[config.mk]
export PLATFORM = sky130hd
export DESIGN_NAME = mux2_arbiter
export DESIGN_NICKNAME = d
export VERILOG_FILES = /design/src/rtl/mux2_arbiter.sv
export SDC_FILE = /design/constraint.sdc
export NUM_CORES = 1
export LEC_CHECK = 0
export BUFFER_PORTS_ARGS = -buffer_cell sky130_fd_sc_hd__buf_4
export CAP_MARGIN = 10
export CORE_ASPECT_RATIO = 0.75
export CORE_MARGIN = 2
export CORE_UTILIZATION = 50
export CTS_CLUSTER_DIAMETER = 50
export DETAILED_ROUTE_END_ITERATION = 6
export GPL_ROUTABILITY_DRIVEN = 0
export PLACE_DENSITY = 0.89
export REMOVE_ABC_BUFFERS = 1
export SLEW_MARGIN = 20
export SYNTH_ARGS = -nofsm -noshare
export SYNTH_HDL_FRONTEND = slang
export SYNTH_HIERARCHICAL = 1
export SYNTH_SLANG_ARGS = --single-unit
[constraint.sdc]
create_clock -name clk -period 4 [get_ports clk]
set_clock_uncertainty 0.15 [all_clocks]
set_input_delay 0.6 -clock clk [delete_from_list [all_inputs] [get_ports clk]]
set_output_delay 0.6 -clock clk [all_outputs]
set_load 0.05 [all_outputs]
[src/rtl/mux2_arbiter.sv]
// Round-robin, burst-locked arbiter that shares one WIDTH-bit datapath between
// two valid/ready requesters through a single registered output stage.

module mux_2x1 #(
    parameter int unsigned WIDTH = 32
) (
    input  logic             sel_i,
    input  logic [WIDTH-1:0] d0_i,
    input  logic [WIDTH-1:0] d1_i,
    output logic [WIDTH-1:0] y_o
);
    assign y_o = sel_i ? d1_i : d0_i;
endmodule

module mux2_arbiter #(
    parameter int unsigned WIDTH     = 32,
    parameter int unsigned MAX_BURST = 4
) (
    input  logic             clk,
    input  logic             rst_n,
    input  logic             in0_valid,
    input  logic [WIDTH-1:0] in0_data,
    output logic             in0_ready,
    input  logic             in1_valid,
    input  logic [WIDTH-1:0] in1_data,
    output logic             in1_ready,
    output logic             out_valid,
    output logic [WIDTH-1:0] out_data,
    output logic             out_src,
    input  logic             out_ready,
    output logic [1:0]       gnt,
    output logic             busy
);
    localparam int unsigned      CNT_W    = (MAX_BURST > 1) ? $clog2(MAX_BURST) : 1;
    localparam logic [CNT_W-1:0] CNT_LAST = CNT_W'(MAX_BURST - 1);

    typedef enum logic [1:0] {
        IDLE = 2'd0,
        OWN0 = 2'd1,
        OWN1 = 2'd2
    } state_t;

    state_t           state_q, state_d;
    logic [CNT_W-1:0] cnt_q, cnt_d;
    logic             last_q, last_d;
    logic             out_valid_q, out_valid_d;
    logic [WIDTH-1:0] out_data_q, out_data_d;
    logic             out_src_q, out_src_d;

    logic             space;
    logic             sel;
    logic             xfer0;
    logic             xfer1;
    logic             release_own;
    logic [WIDTH-1:0] mux_y;

    assign sel       = (state_q == OWN1);
    assign space     = !out_valid_q || out_ready;
    assign in0_ready = (state_q == OWN0) && space;
    assign in1_ready = (state_q == OWN1) && space;
    assign xfer0     = in0_valid && in0_ready;
    assign xfer1     = in1_valid && in1_ready;

    mux_2x1 #(.WIDTH(WIDTH)) u_mux (
        .sel_i (sel),
        .d0_i  (in0_data),
        .d1_i  (in1_data),
        .y_o   (mux_y)
    );

    // A released owner hands straight to a waiting peer, otherwise drops to
    // IDLE, so it can never re-grant itself without an idle cycle.
    always_comb begin
        state_d     = state_q;
        cnt_d       = cnt_q;
        last_d      = last_q;
        release_own = 1'b0;
        unique case (state_q)
            IDLE: begin
                if (in0_valid && (!in1_valid || last_q)) begin
                    state_d = OWN0;
                    last_d  = 1'b0;
                    cnt_d   = '0;
                end else if (in1_valid) begin
                    state_d = OWN1;
                    last_d  = 1'b1;
                    cnt_d   = '0;
                end
            end
            OWN0: begin
                if (!in0_valid) begin
                    release_own = 1'b1;
                end else if (xfer0) begin
                    if (cnt_q == CNT_LAST) release_own = 1'b1;
                    else                   cnt_d = cnt_q + CNT_W'(1);
                end
                if (release_own) begin
                    cnt_d = '0;
                    if (in1_valid) begin
                        state_d = OWN1;
                        last_d  = 1'b1;
                    end else begin
                        state_d = IDLE;
                    end
                end
            end
            OWN1: begin
                if (!in1_valid) begin
                    release_own = 1'b1;
                end else if (xfer1) begin
                    if (cnt_q == CNT_LAST) release_own = 1'b1;
                    else                   cnt_d = cnt_q + CNT_W'(1);
                end
                if (release_own) begin
                    cnt_d = '0;
                    if (in0_valid) begin
                        state_d = OWN0;
                        last_d  = 1'b0;
                    end else begin
                        state_d = IDLE;
                    end
                end
            end
            default: begin
                state_d = IDLE;
                cnt_d   = '0;
            end
        endcase
    end

    always_comb begin
        out_valid_d = out_valid_q;
        out_data_d  = out_data_q;
        out_src_d   = out_src_q;
        if (xfer0 || xfer1) begin
            out_valid_d = 1'b1;
            out_data_d  = mux_y;
            out_src_d   = xfer1;
        end else if (out_ready) begin
            out_valid_d = 1'b0;
        end
    end

    always_ff @(posedge clk) begin
        if (!rst_n) begin
            state_q     <= IDLE;
            cnt_q       <= '0;
            last_q      <= 1'b1;
            out_valid_q <= 1'b0;
            out_data_q  <= '0;
            out_src_q   <= 1'b0;
        end else begin
            state_q     <= state_d;
            cnt_q       <= cnt_d;
            last_q      <= last_d;
            out_valid_q <= out_valid_d;
            out_data_q  <= out_data_d;
            out_src_q   <= out_src_d;
        end
    end

    assign out_valid = out_valid_q;
    assign out_data  = out_data_q;
    assign out_src   = out_src_q;
    assign gnt       = {state_q == OWN1, state_q == OWN0};
    assign busy      = (state_q != IDLE);

endmodule

# Word-level counts from Yosys, hierarchy flattened
# Cells that the tools add are included.
[totals]
regBits = 39
latchBits = 0
ram_bits = 0
romBits = 0
inputBits = 69
out_inout_bits = 39
elab_cells = 68
memories = 0
[op_classes]
add_sub_neg = 1
mul = 0
n_div = 0
magnitude_cmp = 0
n_eq_ne = 11
shift = 0
mux = 33
bitwise = 0
n_reduce_logical = 17
[ops]
columns = ["op", "n"]
rows = [
  ["2-to-1 mux 32 bit", 1],
  ["2-to-1 mux 2 bit", 14],
  ["2-to-1 mux 1 bit", 15],
  ["one-hot mux 2 bit (3 select lines)", 2],
  ["!= test 3 bit (second input constant)", 3],
  ["logical AND 1 bit", 5],
  ["AND reduction 5 bit", 1],
  ["equality test 2 bit (second input constant)", 2],
  ["!= test 2 bit (second input constant)", 2],
  ["AND reduction 4 bit", 1],
  ["nonzero test 2 bit", 2],
  ["logical OR 1 bit", 3],
  ["!= test 3 x 1 -> 1 bit (second input constant)", 1],
  ["!= test 3 x 2 -> 1 bit (second input constant)", 1],
  ["one-hot mux 1 bit (3 select lines)", 1],
  ["AND reduction 3 bit", 1],
  ["nonzero test 3 bit", 1],
  ["adder 2 x 1 -> 2 bit (second input constant)", 1],
  ["equality test 2 x 1 -> 1 bit (second input constant)", 1],
  ["logical NOT 1 bit", 2],
  ["logical NOT 2 bit", 1],
  ["!= test 2 x 1 -> 1 bit (second input constant)", 1],
]

# Depth between registers and ports, before layout
[logic_depth]
depth_word = 9
depth_mapped = 8
depth_no_buf = 6

# Cells and area by module
# The synthesis kept the hierarchy.
[by_module_without_submodules]
columns = ["mod", "n_inst", "cells_each", "area_per_inst_um2", "seq_area_each_um2"]
rows = [
  ["mux2_arbiter", 1, 201, 1707.9, 780.7],
  ["mux_2x1", 1, 36, 544.3, 0.0],
]

# Worst setup path before layout
# Ideal clock, no wire load.
[synth_timing]
kind = "register to output"
from = "reg state_q[1]"
to = "out in0_ready"
arrival_ps = 1443
required_time_ps = 3250
setup_slack_ps = 1807
stages_incl_launch_ff = 4
path_buffers = 0
path_cell_list = "dfxtp_1 -> inv_1 -> ha_1 -> and2_1"
[synth_between]
elab_chain_cells = 2
[synth_rtl]
columns = ["element", "line", "text"]
rows = [
  ["start: declaration", "43", "state_t state_q, state_d;"],
  ["start signal: assignment", "153", "state_q <= state_d;"],
  ["equality test 2 x 1 -> 1 bit", "--", ""],
  ["net gnt[0]", "31", "output logic [1:0] gnt,"],
  ["logical AND 1 bit", "59", "assign in0_ready = (state_q == OWN0) && space;"],
  ["end: declaration", "23", "output logic in0_ready,"],
]
# The timed path passes the listed nets, and every way through them passes these cells.

# Final worst setup path
[layout_timing]
from = "reg state_q[0]"
to = "out in1_ready"
[layout_between]
elab_chain_cells = 2
[layout_rtl]
columns = ["element", "line", "text"]
rows = [
  ["equality test 2 bit", "60", "assign in1_ready = (state_q == OWN1) && space;"],
  ["logical AND 1 bit", "60", ""],
  ["end: declaration", "26", "output logic in1_ready,"],
]
# No other way between the ends.

==> results.cfg <==
[outcome]
outcome = complete, no violations

[critical_path]
r2r_start = state_q[0]$_SDFFE_PN0P_
crit_chain = inv_1 > ha_2 > and2_1 > buf_4
cp_slowest_cell = ha_2
max_stage_delay_ns = 0.54
crit_path_end_kind = output port
cp_top_family = adder cells
worstSetupEndpoint = in1_ready
cp.buffers_inverters = 2
cp-start-kind = flip-flop
critPathArrivalTime_ns = 1.68
path_max_fanout = 18
worst-setup-path-type = flip-flop to output port
r2r-end = out_data[19]$_SDFFE_PN0P_
crit_start = state_q[0]$_SDFFE_PN0P_
cp_data_required_time_ns = 3.25
path_depth = 4
reg2reg_depth = 7
ff2ff_setup_slack_ns = 1.60

[synthesis]
synth_cells = 237
synth_edf_count = 0
yosys_most_used_dff = dfxtp_1
synth-seq-cells = 39
yosysSeqAreaShare_pct = 34.7
synth_warnings = 6
synthDistinctLibCells = 34
synth_area_um2 = 2250
synthArstFlopShare_pct = 0
syn_area_per_cell_um2 = 9.50

[pwr]
ir_drop_mv = 0.275
p_leak_nw = 1.41
p_per_area_nw_per_um2 = 558

[clock_network]
cts_buffer_depth = 2
htreeDepth = 2
cts_tree = built
cts_resized = 0
post_cts_buffers = 0
clock-root-buffer = clkbuf_8
clk_pin_slew_ns = 0.07
clkLatencyLatePin_ns = 0.28
cts-buffers-inserted = 5
cts_sinks = 39
cts_hold_buf = 0

[sta]
fin_setup_tns_ns = 0
relSlewSlack_pct = 60.0
timing.fmax_mhz = 412
worst_slew_pin_slew_ns = 0.599
period_needed_ns = 2.43
setup_viol = 0
final-max-slew-violation-count = 0
rsz0062_at_grt = no
period_share_pct = 60.7
hold_viol = 0

[finish]
fin_nets = 408
layout-drive-gt1-share_pct = 46.0
mostFrequentLayoutCell = buf_4
diodes = 0
mostFrequentLayoutCells = buf_4, nand2_1, dfxtp_1, mux2_4, a21boi_1
instances_no_fill = 392
areaGrowthSynthToFinish_pct = 35.9

[route]
dr.pass1.iters = 4
routed_wl_mm = 5.13
antenna_left = 0
drcViolationCount = 0
wl_per_cell_um = 13.1
vias = 1929
drt-initial-drc-count = 73
vias_per_cell = 4.92

[run]
cap_violations = 0

[floorplanning]
die_x_um = 81.5
die_area_um2 = 5060
start_util_pct = 51.3
num_rows = 21
core-area_um2 = 4390
die_h_um = 62.1
pin_count = 108

[grt]
grt_first_pass_wirelength_mm = 8.00
grt_start_max_net_pins = 43
globalRouteOverflowTotal = 0
antenna_found_initial = 0
grt_usage_pct = 20.1
grt_pass1_vias = 1879

[placed_design]
dp_hpwl_mm = 3.79
port_buffers = 107
dp.cells = 385

[hold_path]
worstHoldPathCells = 2
holdCritPathClass = flip-flop to flip-flop
## per-stage QoR
step	cell area (um2)	worst slack [ns]	utilization, %	hold slack, ns	total power (W)
after floorplan	2080	0.533	-	0.311	0.00121
after CTS	3060	1.55	69.8	0.306	0.00173
final	3060	1.57	69.8	0.306	0.00171
after global placement	2970	1.71	67.8	0.291	0.00145
after detailed placement	2970	1.57	67.8	0.296	0.00146
after global routing	3060	1.38	69.8	0.318	0.00181
## logic make-up after synthesis
family | count (synthesis) | synth area share [%]
AO/OA/AOI/OAI | 49 | 16.1
AND/OR/NAND/NOR | 88 | 16.7
multiplexers | 34 | 21.9
buffers and inverters | 23 | 8.39
adder cells (fa/ha/maj) | 4 | 2.22
flip-flops | 39 | 34.7
## registers in the layout, summed over array words and instances (netlist names)
signal and cells:
out_data 32, cnt_q 2, state_q 2, last_q 1
out_src 1, out_valid 1
## per-layer routing
layer	GRT usage, %	wire, um
met5	0	0
met4	4.03	36
met3	7.70	458
met2	36.3	2560
met1	21.9	2070
## how the worst min path moves through the flow
stage                              startpoint                   endpoint
global placement    out_data[14]$_SDFFE_PN0P_  out_data[14]$_SDFFE_PN0P_
floorplan               cnt_q[0]$_SDFFE_PN0P_      cnt_q[0]$_SDFFE_PN0P_
CTS                 out_data[21]$_SDFFE_PN0P_  out_data[21]$_SDFFE_PN0P_
finish              out_data[22]$_SDFFE_PN0P_  out_data[22]$_SDFFE_PN0P_
detailed placement  out_data[25]$_SDFFE_PN0P_  out_data[25]$_SDFFE_PN0P_
global route        out_data[15]$_SDFFE_PN0P_  out_data[15]$_SDFFE_PN0P_
## Yosys cell counts, drive strengths merged (3+ instances only)
master  number  area share, %
a21boi      33             11
a21oi        3           0.67
and2         4            1.1
buf         14            6.9
clkbuf       4           0.67
dfxtp       39             35
ha           4            2.2
inv          5           0.83
mux2        32             21
nand2       71             12
nand3        4           0.89
o21ai        4           0.89
## worst min-delay path: stages, from the launching register on
cell and delay [ns]:
dfxtp_1 0.31, nand2_1 0.05, a21boi_1 0.05
## where the power goes
group | total, W | internal, W | switching [W]
clock network | 0.000262 | 0.000135 | 0.000127
logic | 0.000949 | 0.000385 | 0.000564
registers | 0.000499 | 0.000459 | 0.0000403
total | 0.00171 | 0.000979 | 0.000731
## cell type report
class	instances	area, um2
clock buffers	6	82.6
clock inverters	1	5.00
fillers	358	1330
inverters	5	18.8
multi-input cells	175	1280
flip-flops and latches	39	781
well taps	57	71.3
repair buffers	109	818
Note: power is estimated with default switching activity, not from simulation.
